$ cat config.mk
export PLATFORM = sky130hd
export DESIGN_NAME = flit_link_serializer
export DESIGN_NICKNAME = d
export VERILOG_FILES = /design/src/rtl/flit_link_serializer.sv
export SDC_FILE = /design/constraint.sdc
export NUM_CORES = 1
export LEC_CHECK = 0
export CAP_MARGIN = 20
export CORE_MARGIN = 1
export CORE_UTILIZATION = 50
export CTS_CLUSTER_SIZE = 14
export DETAILED_ROUTE_END_ITERATION = 16
export HOLD_SLACK_MARGIN = 0.06
export PLACE_DENSITY = 0.7
export REMOVE_ABC_BUFFERS = 1
export SYNTH_ARGS = -nofsm -noshare
export SYNTH_HDL_FRONTEND = slang
export SYNTH_SLANG_ARGS = --single-unit
$ cat constraint.sdc
create_clock -name clk -period 6 [get_ports clk]
set_input_delay 1.2 -clock clk [delete_from_list [all_inputs] [get_ports clk]]
set_output_delay 1.2 -clock clk [all_outputs]
set_load 0.01 [all_outputs]
$ cat src/rtl/flit_link_serializer.sv
// Purpose: buffer wide NoC flits in a small FIFO and serialize each one as LANE_W beats on a narrow valid/ready link with SOF/EOF.
// Latency: a flit written into an idle, empty block shows as the SOF beat two cycles later; flits follow back-to-back with no bubble.
// Backpressure: link_rdy low holds the current beat stable; the flit input cannot be stalled, so a full FIFO drops the flit and counts it.
module flit_link_serializer #(
    parameter int FLIT_W     = 128,
    parameter int LANE_W     = 32,
    parameter int FIFO_DEPTH = 4,
    parameter int DROP_CNT_W = 8
) (
    input  logic                  clk,
    input  logic                  rst_n,
    input  logic [FLIT_W-1:0]     flit_in,
    input  logic                  flit_in_vld,
    output logic [LANE_W-1:0]     link_data,
    output logic                  link_vld,
    output logic                  link_sof,
    output logic                  link_eof,
    input  logic                  link_rdy,
    output logic                  fifo_full,
    output logic [DROP_CNT_W-1:0] drop_cnt
);

    localparam int BEATS  = FLIT_W / LANE_W;
    localparam int BEAT_W = (BEATS > 1) ? $clog2(BEATS) : 1;
    localparam int PTR_W  = (FIFO_DEPTH > 1) ? $clog2(FIFO_DEPTH) : 1;
    localparam int CNT_W  = PTR_W + 1;

    typedef enum logic {
        IDLE = 1'b0,
        SEND = 1'b1
    } state_t;

    logic [FLIT_W-1:0] mem [FIFO_DEPTH];
    logic [PTR_W-1:0]  wr_ptr;
    logic [PTR_W-1:0]  rd_ptr;
    logic [CNT_W-1:0]  count;
    logic [CNT_W-1:0]  count_nxt;

    logic [FLIT_W-1:0] shreg;
    logic [BEAT_W-1:0] beat;
    state_t            state;

    logic              fifo_has;
    logic              is_full;
    logic              push;
    logic              pop;
    logic              drop;
    logic              last_beat;
    logic [FLIT_W-1:0] head;

    // Push/pop/drop decisions all use the count held at the start of the cycle,
    // so a pop in the same cycle never frees room for an incoming flit.
    always_comb begin
        fifo_has  = (count != '0);
        is_full   = (count == CNT_W'(FIFO_DEPTH));
        push      = flit_in_vld && !is_full;
        drop      = flit_in_vld && is_full;
        last_beat = (beat == BEAT_W'(BEATS - 1));
        pop       = fifo_has && ((state == IDLE) ||
                                 (state == SEND && link_rdy && last_beat));
        head      = mem[rd_ptr];
        count_nxt = count;
        if (push && !pop) begin
            count_nxt = count + CNT_W'(1);
        end else if (pop && !push) begin
            count_nxt = count - CNT_W'(1);
        end
    end

    // Flit storage; contents are don't-care until written, so no reset.
    always_ff @(posedge clk) begin
        if (push) begin
            mem[wr_ptr] <= flit_in;
        end
    end

    // FIFO pointers, occupancy and the registered full flag.
    always_ff @(posedge clk) begin
        if (!rst_n) begin
            wr_ptr    <= '0;
            rd_ptr    <= '0;
            count     <= '0;
            fifo_full <= 1'b0;
        end else begin
            if (push) begin
                wr_ptr <= wr_ptr + PTR_W'(1);
            end
            if (pop) begin
                rd_ptr <= rd_ptr + PTR_W'(1);
            end
            count     <= count_nxt;
            fifo_full <= (count_nxt == CNT_W'(FIFO_DEPTH));
        end
    end

    // Saturating count of flits lost to a full FIFO.
    always_ff @(posedge clk) begin
        if (!rst_n) begin
            drop_cnt <= '0;
        end else if (drop && (drop_cnt != '1)) begin
            drop_cnt <= drop_cnt + DROP_CNT_W'(1);
        end
    end

    // Serializer FSM: loads a flit, shifts it out one lane per accepted beat,
    // and chains straight into the next flit when one is waiting.
    always_ff @(posedge clk) begin
        if (!rst_n) begin
            state    <= IDLE;
            beat     <= '0;
            shreg    <= '0;
            link_vld <= 1'b0;
            link_sof <= 1'b0;
            link_eof <= 1'b0;
        end else begin
            case (state)
                IDLE: begin
                    if (fifo_has) begin
                        shreg    <= head;
                        beat     <= '0;
                        state    <= SEND;
                        link_vld <= 1'b1;
                        link_sof <= 1'b1;
                        link_eof <= 1'b0;
                    end
                end
                SEND: begin
                    if (link_rdy) begin
                        if (!last_beat) begin
                            shreg    <= shreg >> LANE_W;
                            beat     <= beat + BEAT_W'(1);
                            link_sof <= 1'b0;
                            link_eof <= (beat == BEAT_W'(BEATS - 2));
                        end else if (fifo_has) begin
                            shreg    <= head;
                            beat     <= '0;
                            link_sof <= 1'b1;
                            link_eof <= 1'b0;
                        end else begin
                            state    <= IDLE;
                            beat     <= '0;
                            link_vld <= 1'b0;
                            link_sof <= 1'b0;
                            link_eof <= 1'b0;
                        end
                    end
                end
                default: begin
                    state    <= IDLE;
                    link_vld <= 1'b0;
                    link_sof <= 1'b0;
                    link_eof <= 1'b0;
                end
            endcase
        end
    end

    assign link_data = shreg[LANE_W-1:0];

endmodule
==> summary.txt, run 1 <==
status - complete, no violations
Critical Path Fanout Max - 68
dpl cells - 2178
grt met3 use - 0.0347
WL/cell - 23.3 um
Placer Congestion - 0.731
post-synthesis adder-cell area fraction - 0.00545
met2 Usage GRT - 0.349
Hold Buf Count CTS - 0
post-DR vias/cell - 5.93
Worst EP required - 6.50 ns
MaxCap Viol Count - 0
Netlist Area Pre-Place - 0.0250 sq mm
GRT Total Usage - 0.215
Synth cell types - 45
clock share of power - 0.302
GR Util met1 - 0.298
min Tclk post-route - 3.51 ns
critical path launch point type - input pin
Sw Share - 0.297
post-CTS setup buffers - 0
initial antenna violation count - 5
Setup Crit Path Kind - input pin to flop
Compound-Gate Fraction of Synth Area - 0.0782
TritonCTS Sinks - 664
Slew HR - 0.269
die height - 226 um
Area growth syn-to-layout - 17.7%
FF-to-FF path depth - 8
Reg power frac - 0.454
vias in the first global route - 13900
share of layout cells above drive strength 1 - 0.157
worst hold-check path type - flop to flop
Post-CTS Resized - 0
Skew-Pair Late Insertion Delay - 0.58 ns
post-route ant nets - 0
cell row count - 81
arrival time at the worst endpoint - 4.01 ns
fin util - 0.599
pin count of the biggest net entering global routing - 86
reg2reg setup slack - 2.96 ns
number of hold violations in the final report - 0
I/O Buffers - 175
hpwl dp - 29700 um
gr busiest metal - met2
hold path depth - 2
drt first pass iters - 5
synthesis warning total - 0
die width - 226 um
power per cell area - 462 mW/mm^2
Simple-Gate Fraction of Synth Area - 0.0349
xor/xnor share of the synthesized area - 0.00175
Logic pwr share - 0.244
flops & latches, synth - 664
clock buffer depth - 3
GRT Residual Overflow - 0
Initial Util - 0.509
Total Neg Setup Slack - 0 ns
first-pass GRT wire length - 81600 um
total wire length - 53600 um
H-tree Lvls - 3
internal power - 9.57 mW
area of the core - 0.0492 sq mm
Syn Inst Count - 1454
worst vdd ir - 0.000298 V
Num CTS Buffers - 66
main combinational cell family by area after synthesis - multiplexers
Avg Inst Size Synth - 17.2 sq um
register clock-pin slew on the reported worst setup and hold paths - 0.06 ns
mux contribution to synthesized area - 0.116
Setup Viol. Count Final - 0
post-route insts no fill - 2305
Slew Limit Fails - 0
root buffer cell - clkbuf_16
Net Sw Power - 4.04 mW
routed vias - 13700
RSZ-0062 raised after global routing - false
fin crit share - 0.584
die area - 0.0509 sq mm
Leak - 9.52 nW
CP endpoint kind - flop
DR iter-0 viols - 1270
CTS tree - built
Worst Skew - 0.00882 ns
share of the yosys chip area belonging to registers - 0.736
IO Pins - 176
drc violations - 0
fmax - 285 MHz
Worst Tran Pin Value - 1.10 ns
final net count - 1727
cells in the mapped netlist (all sizes together):
cell / n / area share
nand2: 77 / 0.012
and4: 1 / 0.00035
nor4b: 1 / 0.00035
a21oi: 140 / 0.028
xnor2: 2 / 0.00070
nand4: 3 / 0.00075
inv: 6 / 0.00090
edfxtp: 512 / 0.61
clkbuf: 51 / 0.0076
o21ai: 7 / 0.0014
maj3: 1 / 0.00045
buf: 79 / 0.019
xor2: 3 / 0.0011
nand2b: 4 / 0.0010
o22ai: 1 / 0.00025
o21a: 1 / 0.00030
a21o: 1 / 0.00030
a211oi: 4 / 0.0012
nor2b: 3 / 0.00075
a22oi: 32 / 0.0096
nor2: 111 / 0.017
a21bo: 2 / 0.00080
mux4: 128 / 0.12
o211ai: 3 / 0.00090
mux2i: 3 / 0.0012
or3: 2 / 0.00050
and3: 1 / 0.00025
dfxtp: 152 / 0.12
nand3: 6 / 0.0012
nor3: 1 / 0.00020
a221oi: 2 / 0.00070
a32oi: 1 / 0.00035
ha: 10 / 0.0050
and2: 4 / 0.0010
o221ai: 96 / 0.034
a21boi: 2 / 0.00075
or2: 1 / 0.00025
critical path, stage by stage:
cell and delay, ns:
clkdlybuf4s50_1 0.61, nand2b_4 0.84, o21a_2 0.89, o221ai_1 0.27, nor2_1 0.16
power by group through the flow:
stage          Sequential, mW  Clock [mW]  Combinational (mW)
2_1_floorplan            6.30           0                2.11
3_3_place_gp             6.24           0                3.21
3_5_place_dp             6.27           0                3.26
4_1_cts                  6.18        4.17                3.28
5_1_grt                  6.26        4.36                3.61
6_report                 6.18        4.10                3.33
flip-flops by register name, indices dropped and copies added (netlist names), named ones only:
register,flops
link_eof,1
state,1
shreg,128
link_vld,1
beat,2
link_sof,1
mem,512
rd_ptr,2
fifo_full,1
drop_cnt,8
wr_ptr,2
count,3
area by class of cell:
type                       instances  area, sq um
fill                            3565        19700
sequential                       664        18400
multi-input combinational        654         5980
timing repair buffer             193         2000
clock buffer                     100         1950
tap                              664          831
clock inverter                    21          233
inverter                           6         22.5
antenna                            3         7.51
worst paths after layout:
kind	to	from
max	shreg[95]	link_rdy
min	wr_ptr[0]	wr_ptr[0]
max reg2reg	count[1]	count[1]
min reg2reg	wr_ptr[0]	wr_ptr[0]
cells by family after synthesis:
kind of cell               after synthesis
muxes                                  131
xor gates and xnor gates                 5
AOI/OAI and AO/OA                      292
buffers and inverters                  136
adders and majority gates               11
DFF                                    664
and+or+nand+nor                        215
layer usage:
metal  wire, um  share of wire
met1      22900           0.43
met2      26500           0.49
met3       3150          0.059
met4       1090          0.020
met5          8        0.00015
layout by cell type (no fill, tap or decap), types with 2 or more instances in the layout:
master / count
dfxtp_4: 2
edfxtp_1: 512
nor2_1: 110
inv_1: 5
nor2b_1: 2
nand2b_4: 2
o211ai_1: 3
buf_16: 2
a211oi_1: 4
mux4_2: 128
xnor2_1: 2
o21ai_0: 5
and2_4: 4
mux2i_1: 3
a21oi_1: 140
buf_4: 11
dfxtp_1: 150
nand2b_1: 2
bufinv_16: 5
nand3_1: 6
or3_1: 2
a22oi_1: 32
clkbuf_1: 23
clkinv_1: 6
a221oi_1: 2
buf_12: 6
xor2_1: 3
nand2_1: 76
ha_1: 10
clkbuf_8: 6
clkdlybuf4s50_1: 174
nand4_1: 3
clkinv_2: 7
o221ai_1: 96
clkbuf_16: 71
diode_2: 3
metrics by stage:
| stage | power, mW | hold slack, ns | area, sq um | worst slack [ns] |
|---|---|---|---|---|
| after global placement | 9.45 | 0.477 | 27200 | 1.98 |
| after floorplan | 8.40 | 0.466 | 24400 | -0.287 |
| after detailed placement | 9.54 | 0.498 | 27200 | 1.96 |
| final | 13.6 | 0.506 | 29400 | 2.49 |
| after CTS | 13.6 | 0.506 | 29400 | 2.55 |
| after global routing | 14.2 | 0.527 | 29400 | 2.38 |
(Power assumes the default switching activity.)
==> run 2, diff against run 1 <==
Clock period 6 ns to 3.25 ns, I/O delays scaled along.
==> summary.txt, run 2 (synthesized netlist as in run 1, its figures left out) <==
clock buffer depth - 3 (unchanged)
Critical Path Fanout Max - 55 (-19%)
Worst Skew - 0.0225 ns (+0.0136 ns)
worst hold start - wr_ptr[0]
Slew HR - 0.519 (+0.250)
number of hold violations in the final report - 0 (unchanged)
Setup Viol. Count Final - 0 (unchanged)
WL/cell - 23.0 um (-0.95%)
power per cell area - 843 mW/mm^2 (+82%)
met2 WL - 27100 um (+2.1%)
dpl ws - 0.538 ns (-1.42 ns)
H-tree Lvls - 3 (unchanged)
pin count of the biggest net entering global routing - 63 (-27%)
R2R Path Start - count[0]
drc violations - 0 (unchanged)
initial antenna violation count - 7 (+2)
die width - 226 um (unchanged)
total wire length - 53700 um (+0.12%)
CP endpoint kind - flop
drt first pass iters - 5 (unchanged)
arrival time at the worst endpoint - 2.88 ns (-1.13 ns)
post-DR vias/cell - 5.85 (-1.3%)
CTS tree - built
Slew Limit Fails - 0 (unchanged)
status - complete, no violations
RSZ-0062 raised after global routing - false
Largest register FFs - 512 (unchanged)
IO Pins - 176 (unchanged)
Top reg by flops - mem
commonest non-fill, non-tap cells in the layout - edfxtp_1, clkdlybuf4s50_1, dfxtp_1
Power Total - 25.0 mW (+84%)
area of the core - 0.0492 sq mm (unchanged)
share of layout cells above drive strength 1 - 0.169 (+0.0123)
reg2reg end - shreg[11]
Worst EP required - 3.77 ns (-2.73 ns)
vias in the first global route - 14100 (+1.8%)
hold path depth - 2 (unchanged)
cell row count - 81 (unchanged)
highest routed metal layer - met5
fmax - 424 MHz
reg2reg setup slack - 0.89 ns (-2.07 ns)
Num CTS Buffers - 66 (unchanged)
GRT Residual Overflow - 0 (unchanged)
die height - 226 um (unchanged)
DR iter-0 viols - 1048 (-17%)
post-route ant nets - 0 (unchanged)
hpwl dp - 31100 um (+4.5%)
final net count - 1751 (+1.4%)
worst hold endpoint - wr_ptr[0]
fin crit share - 0.725
MaxCap Viol Count - 0 (unchanged)
Leak - 9.64 nW (+1.3%)
fin util - 0.603 (+0.00415)
routed vias - 13600 (-0.18%)
Hold Slack - 0.503 ns (-0.00287 ns)
Initial Util - 0.509 (unchanged)
FF-to-FF path depth - 8 (unchanged)
Total Neg Setup Slack - 0 ns (unchanged)
Setup Crit Path Kind - flop to flop
top flop regs - mem: 512 flops, shreg: 128 flops, drop_cnt: 8 flops
worst hold-check path type - flop to flop
Hold Buf Count CTS - 0 (unchanged)
Post-CTS Resized - 0 (unchanged)
Placer Congestion - 0.740 (+1.2%)
Worst Setup Slack, final - 0.893 ns (-1.60 ns)
root buffer cell - clkbuf_16
die area - 0.0509 sq mm (unchanged)
register clock-pin slew on the reported worst setup and hold paths - 0.06 ns (about the same)
met1 WL - 22300 um (-2.6%)
min Tclk post-route - 2.36 ns
Worst Tran Pin Value - 0.720 ns (-0.376 ns)
worst vdd ir - 0.000530 V (+78%)
TritonCTS Sinks - 664 (unchanged)
post-CTS setup buffers - 0 (unchanged)
Skew-Pair Late Insertion Delay - 0.60 ns (+0.02 ns)
commonest non-fill, non-tap cell in the layout - edfxtp_1
critical path launch point type - flop
first-pass GRT wire length - 82000 um (+0.54%)
fillers - 3603 (+1.1%)
GRT Total Usage - 0.217 (+0.00196)
Area growth syn-to-layout - 18.5%
I/O Buffers - 175 (unchanged)
met3 routed WL - 3260 um (+3.7%)
run 2: cell count changes in the layout (fill, tap and decap cells not counted), sizes merged:
| cell | delta |
|---|---|
| diode | +2 |
| clkinvlp | -1 |
| clkbuf | -12 |
| buf | +24 |
| bufinv | -3 |
| clkinv | +15 |
run 2: how the worst max path moves through the flow:
stage / slack [ns] / end / startpoint
after global routing: 0.72 / shreg[37] / count[0]
after detailed placement: 0.54 / count[0] / link_rdy
after floorplan: -3.04 / shreg[100] / flop
after CTS: 0.88 / shreg[11] / count[0]
after global placement: 0.58 / count[0] / link_rdy
final: 0.89 / shreg[11] / count[0]
run 2: layer usage:
metal | track usage | up-vias
met5 | 0 | -
met4 | 0.0693 | 6
met3 | 0.0415 | 77
met2 | 0.362 | 431
met1 | 0.288 | 7025
li1 | - | 6103
run 2: area by class of cell:
class | instances | area [sq um] | area share
flip-flops and latches | 664 | 18400 | 0.621
multi-input cells | 654 | 5980 | 0.202
repair buffers | 217 | 2310 | 0.0779
clock buffers | 88 | 1870 | 0.0631
well taps | 664 | 831 | 0.0280
clock inverters | 32 | 196 | 0.00662
inverters | 6 | 22.5 | 0.000760
diodes | 5 | 12.5 | 0.000422
run 2: critical path: stages (launching register included):
cell	delay [ns]
dfxtp_1	0.38
inv_1	0.09
ha_1	0.31
nand2b_4	0.31
buf_12	0.35
o21a_2	0.22
buf_4	0.28
o221ai_1	0.19
nor2_1	0.13
run 2: power by group:
| part | leakage (nW) | switching (mW) | total [mW] | internal (mW) |
|---|---|---|---|---|
| Sequential | 5.95 | 0.821 | 11.3 | 10.5 |
| Combinational | 2.67 | 3.65 | 6.42 | 2.77 |
| Clock | 1.03 | 3.05 | 7.25 | 4.20 |
run 2: per-stage QoR:
step / instance area (sq um) / cells
2_1_floorplan: 24400 / 1324
3_3_place_gp: 27500 / 2204
3_5_place_dp: 27600 / 2205
4_1_cts: 29600 / 2325
5_1_grt: 29600 / 2328
6_report: 29700 / 2330
==> run 3, diff against run 2 <==
Clock period 3.25 ns to 2.5 ns, I/O delays scaled along.
==> summary.txt, run 3 (synthesized netlist as in run 1, its figures left out) <==
status - complete, no violations
CP delay by family, top - buffers and inverters
clock buffer depth - 3 (unchanged)
die height - 226 um (unchanged)
Post-CTS Resized - 0 (unchanged)
commonest non-fill, non-tap cells in the layout - edfxtp_1, clkdlybuf4s50_1, dfxtp_1
reg2reg setup slack - 0.25 ns (-0.64 ns)
area of the core - 0.0492 sq mm (unchanged)
CP endpoint kind - flop
Critical Path Fanout Max - 74 (+35%)
die area - 0.0509 sq mm (unchanged)
DR iter-0 viols - 1174 (+12%)
post-CTS setup buffers - 0 (unchanged)
Setup Crit Path Kind - flop to flop
critical-path cell list - inv_1 -> ha_1 -> nand2b_4 -> buf_12 -> o21a_2 -> buf_12 -> o221ai_1 -> nor2_1
Slew HR - 0.477 (-0.0422)
post-route ant nets - 0 (unchanged)
TritonCTS Sinks - 664 (unchanged)
root buffer cell - clkbuf_16
arrival time at the worst endpoint - 2.77 ns (-0.11 ns)
Hold Slack - 0.301 ns (-0.202 ns)
total wire length - 55100 um (+2.7%)
vias in the first global route - 14300 (+1.3%)
WP buf/inv - 3 (unchanged)
first-pass GRT wire length - 83900 um (+2.3%)
CTS tree - built
H-tree Lvls - 3 (unchanged)
fin util - 0.615 (+0.0117)
worst hold endpoint - shreg[57]
GRT Total Usage - 0.222 (+0.00465)
Top reg by flops - mem
top flop regs - mem: 512 flops, shreg: 128 flops, drop_cnt: 8 flops
I/O Buffers - 175 (unchanged)
Placer Congestion - 0.723 (-2.3%)
Sw Share - 0.296 (-0.00418)
Reg power frac - 0.435 (-0.018)
CP peak stage delay - 0.39 ns (about the same)
commonest non-fill, non-tap cell in the layout - edfxtp_1
number of hold violations in the final report - 0 (unchanged)
R2R Path Start - count[0]
Num CTS Buffers - 69 (+4.5%)
hpwl dp - 31600 um (+1.7%)
GRT Residual Overflow - 0 (unchanged)
register clock-pin slew on the reported worst setup and hold paths - 0.06 ns (about the same)
Net Sw Power - 10.0 mW (+33%)
hold path depth - 3 (+1)
pin count of the biggest net entering global routing - 82 (+30%)
drt first pass iters - 5 (unchanged)
routed vias - 14000 (+2.3%)
Setup Viol. Count Final - 0 (unchanged)
fmax - 445 MHz (+4.9%)
Hold Buf Count CTS - 0 (unchanged)
initial antenna violation count - 7 (unchanged)
die width - 226 um (unchanged)
fin crit share - 0.899 (+0.173)
Skew-Pair Late Insertion Delay - 0.59 ns (about the same)
min Tclk post-route - 2.25 ns (-0.110 ns)
clock share of power - 0.306 (+0.016)
Reg area - 0.0184 sq mm (unchanged)
share of layout cells above drive strength 1 - 0.177 (+0.00831)
drc violations - 0 (unchanged)
critical path launch point type - flop
worst hold start - rst_n
WL/cell - 23.5 um (+1.9%)
Worst Tran Pin Value - 0.782 ns (+0.0620 ns)
post-DR vias/cell - 5.94 (+1.5%)
Slew Limit Fails - 0 (unchanged)
Worst EP required - 3.02 ns (-0.75 ns)
Logic pwr share - 0.259 (+0.002)
cell row count - 81 (unchanged)
most used cell, CP - buf_12
Largest register FFs - 512 (unchanged)
Leak - 9.88 nW (+2.5%)
worst vdd ir - 0.000798 V (+51%)
RSZ-0062 raised after global routing - false
CP max stage cell - dfxtp_1
internal power - 23.8 mW (+36%)
Area growth syn-to-layout - 20.8%
FF-to-FF path depth - 8 (unchanged)
final net count - 1767 (+0.91%)
reg2reg end - shreg[95]
MaxCap Viol Count - 0 (unchanged)
Power Total - 33.8 mW (+35%)
multi-input logic area - 0.00598 sq mm (unchanged)
fillers - 3595 (-0.22%)
Worst Skew - 0.0146 ns (-0.00785 ns)
Initial Util - 0.509 (unchanged)
power per cell area - 1120 mW/mm^2 (+33%)
IO Pins - 176 (unchanged)
worst hold-check path type - input pin to flop
==> run 3: cell count changes in the layout (fill, tap and decap cells not counted), sizes merged <==
| cell | change |
|---|---|
| buf | +13 |
| inv | -1 |
| bufinv | +3 |
| diode | +1 |
| clkbuf | +22 |
| clkinv | -19 |
==> run 3: layer usage <==
metal	routed length (um)	global-route usage	vias up	part of all wire
met5	62	0	-	0.0011
met4	1100	0.0744	8	0.020
met3	3740	0.0466	100	0.068
met2	27300	0.364	475	0.49
met1	23000	0.295	7229	0.42
li1	-	-	6147	-
==> run 3: power by group through the flow <==
stage               clock (mW)  sequential, mW  combinational, mW
global route              10.9            14.9               9.46
finish                    10.4            14.7               8.76
detailed placement           0            14.9               8.80
global placement             0            14.8               8.54
CTS                       10.5            14.7               8.86
floorplan                    0            15.0               4.70
==> run 3: cell type report <==
cell class | count | share of cell area
Sequential cell | 664 | 0.610
Multi-Input combinational cell | 654 | 0.198
Timing Repair Buffer | 230 | 0.0871
Clock buffer | 110 | 0.0701
Tap cell | 664 | 0.0275
Clock inverter | 15 | 0.00646
Inverter | 6 | 0.000745
Antenna cell | 6 | 0.000497
==> run 3: how the worst max path moves through the flow <==
stage | startpoint | cells past startpoint | slack [ns] | end
floorplan | flop | 3 | -3.79 | shreg[100]
global placement | count[1] | 6 | 0.17 | shreg[115]
detailed placement | link_rdy | 6 | 0.14 | shreg[122]
CTS | count[0] | 8 | 0.26 | shreg[95]
global route | count[0] | 8 | 0.12 | shreg[85]
finish | count[0] | 8 | 0.25 | shreg[95]
==> run 3: through the flow <==
step	TNS [ns]	std cells	worst slack (ns)	cell area [sq um]
3_3_place_gp	0	2217	0.170	27900
4_1_cts	0	2343	0.262	30200
2_1_floorplan	-1501.80	1324	-3.79	24400
6_report	0	2349	0.253	30200
3_5_place_dp	0	2218	0.145	27900
5_1_grt	0	2346	0.123	30200
==> run 3: worst reg2reg max path: cells and delay by family, from the launching register on <==
kind	cells	cell delay (ns)
AO/OA/AOI/OAI	2	0.46
buffers and inverters	3	0.73
AND/OR/NAND/NOR	2	0.29
flip-flops	1	0.39
adder cells (fa/ha/maj)	1	0.32
==> RTL change 1 (config.mk and constraints of run 1) <==
`FLIT_W`: 128 -> 64.
--- a/src/rtl/flit_link_serializer.sv
+++ b/src/rtl/flit_link_serializer.sv
@@ -3,5 +3,5 @@
 // Backpressure: link_rdy low holds the current beat stable; the flit input cannot be stalled, so a full FIFO drops the flit and counts it.
 module flit_link_serializer #(
-    parameter int FLIT_W     = 128,
+    parameter int FLIT_W     = 64,
     parameter int LANE_W     = 32,
     parameter int FIFO_DEPTH = 4,
Ports: changed (resized flit_in); port bits go from 176 to 112. No check against the original RTL was run, so the function may have changed too.
==> RTL change 1 against run 1 <==
Die area down 47%; count of clock-buffer cells in the layout fell by 48; area after synthesis shrank 48%; total power fell by 47%; first-iteration DRC count down 51%; sequential cell count is 322 lower; cell count decreased by 47%; routed wire length down 51%; cell area decreased by 48%; worst setup slack gained 0.37 ns; non-clock buffer count shrank 77; largest cell class unchanged.
==> RTL change 1: results (changes against run 1) <==
[cts]
clkTransAtPathRegs_ns=0.06  ; about the same
root_buffer=clkbuf_16
cts_buffer_depth=3  ; unchanged
cts-buffers-inserted=35  ; -47%
htreeDepth=2  ; -1
clk_latency_ns=0.51  ; -0.07 ns

[cells_and_area]
reg_top3=mem (256), shreg (64), drop_cnt (8)
fin_nets=932  ; -46%
drive_above_1_share=0.161  ; +0.00410
n_fill_cell=1914  ; -46%

[logic_synthesis]
ys_seq_area_frac=0.720  ; -0.0159
synth_cell_types=44  ; -2.2%
yosys_warnings=0  ; unchanged
netlist_top_cells_area=edfxtp_1, dfxtp_1, mux4_2, a21oi_1, o221ai_1
synth_common_cells=edfxtp_1, dfxtp_1, a21oi_1
synth_edf_count=256  ; -50%
ys.flop_type=edfxtp_1

[setup_path]
worst-endpoint-arrival_ns=3.50  ; -0.51 ns
cpLargestDelayFamily=simple AND/OR/NAND/NOR gates
slowest_stage=nand2b_2
path_max_fanout=35  ; -49%
slowest_delay_ns=0.77  ; -0.12 ns

[grt]
grt_pass1_vias=7009  ; -50%
grt_max_degree=65  ; -24%
grt_pass1_wl_mm=40.3  ; -51%
grt_antenna_before_repair=0  ; -5
grt_usage=0.201  ; -0.0137

[sta]
relSlewSlack=0.312  ; +0.0421
skew_ns=0.0120  ; +0.00323 ns

[place]
place_congestion=0.820  ; +12%
hpwl_mm=14.3  ; -52%
port_buffers=111  ; -37%
place_ws_ns=2.35  ; +0.391 ns

[status]
status=finished clean

[detailed_routing]
dr.pass1.iters=5  ; unchanged
initialDrtViolationCount=626  ; -51%
vias=7097  ; -48%
routed_wl_mm=26.0  ; -51%

[power_and_ir_drop]
leakage_nw=5.02  ; -47%
switching_share=0.295  ; -0.00183
ir_drop_mv=0.312  ; +4.8%

[RTL change 1: changes by cell type after synthesis, moves of 2 or more]
cell      before  now
clkbuf_1      51   24
nor4_1         0    2
buf_1         13    5
a221oi_1       2    0
o221ai_1      96   32
mux4_2       128   64
a21oi_1      140   71
nand2_1       77   42
dfxtp_1      152   86
ha_1          10    8
xnor2_1        2    4
nor2_1       110   46
buf_2         31   18
edfxtp_1     512  256
[RTL change 1: per-stage QoR]
stage	instance area, um^2	hold WS (ns)	cells
2_1_floorplan	12600	0.466	703
5_1_grt	15400	0.521	1212
3_3_place_gp	14200	0.489	1149
3_5_place_dp	14200	0.495	1149
4_1_cts	15400	0.503	1212
6_report	15400	0.501	1213
[RTL change 1: cells by family (layout without fill, tap and decap cells)]
group	count (synthesis)	count (layout)	synth area share
AOI/OAI and AO/OA	158	158	0.0814
xor gates and xnor gates	6	6	0.00402
adders and majority gates	8	8	0.00766
buffers and inverters	86	185	0.0359
DFF	342	342	0.720
muxes	66	66	0.112
other	0	1	0
and+or+nand+nor	117	117	0.0391
[RTL change 1: final cells by class]
class                           instances  area [um^2]  area share
Multi-Input combinational cell        355         3230       0.210
Clock buffer                           52         1040      0.0677
Clock inverter                         11          133     0.00861
Timing Repair Buffer                  116         1140      0.0742
Tap cell                              330          413      0.0268
Sequential cell                       342         9420       0.611
Inverter                                6         22.5     0.00146
Antenna cell                            1         2.50    0.000162
[RTL change 1: tightest hold or removal path, delay by kind of cell (launching register included)]
family,cells,cell delay (ns)
simple gates,1,0.09
compound gates,1,0.05
flops,1,0.31
[RTL change 1: metal layers]
| metal | global-route usage | vias to the layer above | part of all wire |
|---|---|---|---|
| li1 | - | 3217 | - |
| met1 | 0.288 | 3603 | 0.43 |
| met2 | 0.324 | 244 | 0.49 |
| met3 | 0.0315 | 33 | 0.066 |
| met4 | 0.0513 | 0 | 0.014 |
| met5 | 0 | - | 0 |
[RTL change 1: final timing paths]
| kind | start | to | slack [ns] | cells past startpoint |
|---|---|---|---|---|
| worst min-delay path | link_vld | link_vld | 0.50 | 2 |
| worst max-delay path | link_rdy | shreg[42] | 2.87 | 5 |
| worst min register to register | link_vld | link_vld | 0.50 | 2 |
| worst max register to register | count[0] | mem[0][47] | 3.44 | 4 |
[RTL change 1: power by group through the flow]
| stage | logic [mW] | registers (mW) | clock network (mW) |
|---|---|---|---|
| floorplan | 1.04 | 3.29 | 0 |
| global placement | 1.71 | 3.33 | 0 |
| detailed placement | 1.75 | 3.34 | 0 |
| CTS | 1.76 | 3.29 | 2.22 |
| global route | 1.90 | 3.33 | 2.32 |
| finish | 1.75 | 3.28 | 2.19 |
==> RTL change 2 (config.mk and constraints of run 1) <==
Made on the original files. Put one more register stage on the output `drop_cnt`, without a reset. The value now appears one clock later. The other outputs are not delayed to match.
--- a/src/rtl/flit_link_serializer.sv
+++ b/src/rtl/flit_link_serializer.sv
@@ -30,4 +30,6 @@
         SEND = 1'b1
     } state_t;
+
+    logic [DROP_CNT_W-1:0] drop_cnt_s0;
 
     logic [FLIT_W-1:0] mem [FIFO_DEPTH];
@@ -97,7 +99,7 @@
     always_ff @(posedge clk) begin
         if (!rst_n) begin
-            drop_cnt <= '0;
-        end else if (drop && (drop_cnt != '1)) begin
-            drop_cnt <= drop_cnt + DROP_CNT_W'(1);
+            drop_cnt_s0 <= '0;
+        end else if (drop && (drop_cnt_s0 != '1)) begin
+            drop_cnt_s0 <= drop_cnt_s0 + DROP_CNT_W'(1);
         end
     end
@@ -158,3 +160,7 @@
     assign link_data = shreg[LANE_W-1:0];
 
+    always_ff @(posedge clk) begin
+        drop_cnt <= drop_cnt_s0;
+    end
+
 endmodule
Function: not settled (the Yosys comparison gave no result); the edit may change what the design does.
==> RTL change 2 against run 1 <==
Cell area is 0.83% higher; via count is 0.92% higher; area after synthesis is 0.54% higher; sequential cell count is 8 higher; total power is 1.9% higher; routed wire length is 2.8% higher; count of clock-buffer cells in the layout is 10 lower; worst setup slack better by 0.13 ns.
==> RTL change 2: results (changes against run 1) <==
[cells_and_area]
drive_above_1_share=0.164  ; +0.00695
antenna_cells=2  ; -1
multi_input_area_share=0.201  ; -0.00226
buf_share=0.0663  ; -0.00157
fin_util=0.603  ; +0.00372
clock_buffer_count=90  ; -10%
n_fill_cell=3581  ; +0.45%
inverters=7  ; +1
buffers=196  ; +1.6%
comb.multi_input.count=651  ; -0.46%

[setup_path]
rrSetupSlack_ns=3.03  ; +0.07 ns
reg2reg_depth=5  ; -3
startpoint=flit_in_vld

[status]
status=finished clean

[logic_synthesis]
synth_cell_types=44  ; -2.2%
ys_seq_area_frac=0.738  ; +0.00241
synth-seq-cells=672  ; +1.2%
synth_cells=1460  ; +0.41%

[detailed_routing]
routed_wl_mm=55.1  ; +2.8%

[power_and_ir_drop]
leakage_nw=9.62  ; +1.0%
ir_drop_mv=0.286  ; -4.0%

[sta]
relSlewSlack=0.322  ; +0.0529
timing.hold.ws_ns=0.382  ; -0.123 ns

[cts]
clk_latency_ns=0.60  ; +0.02 ns

[hold_path]
min_to=drop_cnt[7]

[RTL change 2: power by group through the flow]
stage	logic, mW	clock network (mW)	registers [mW]
6_report	3.32	4.33	6.22
5_1_grt	3.60	4.56	6.30
4_1_cts	3.35	4.40	6.22
3_5_place_dp	3.33	0	6.31
3_3_place_gp	3.28	0	6.28
2_1_floorplan	2.10	0	6.35
[RTL change 2: worst max-delay path, stage by stage]
cell and delay [ns]:
clkdlybuf4s50_1 0.57, a21boi_1 0.48, and2_4 0.85, buf_4 0.48
[RTL change 2: per-layer routing]
| layer | vias to the layer above | wire, um | global-route usage |
|---|---|---|---|
| met5 | - | 22 | 0 |
| met2 | 474 | 27500 | 0.360 |
| met1 | 7129 | 22800 | 0.294 |
| li1 | 6105 | - | - |
| met3 | 81 | 3660 | 0.0421 |
| met4 | 4 | 1050 | 0.0711 |
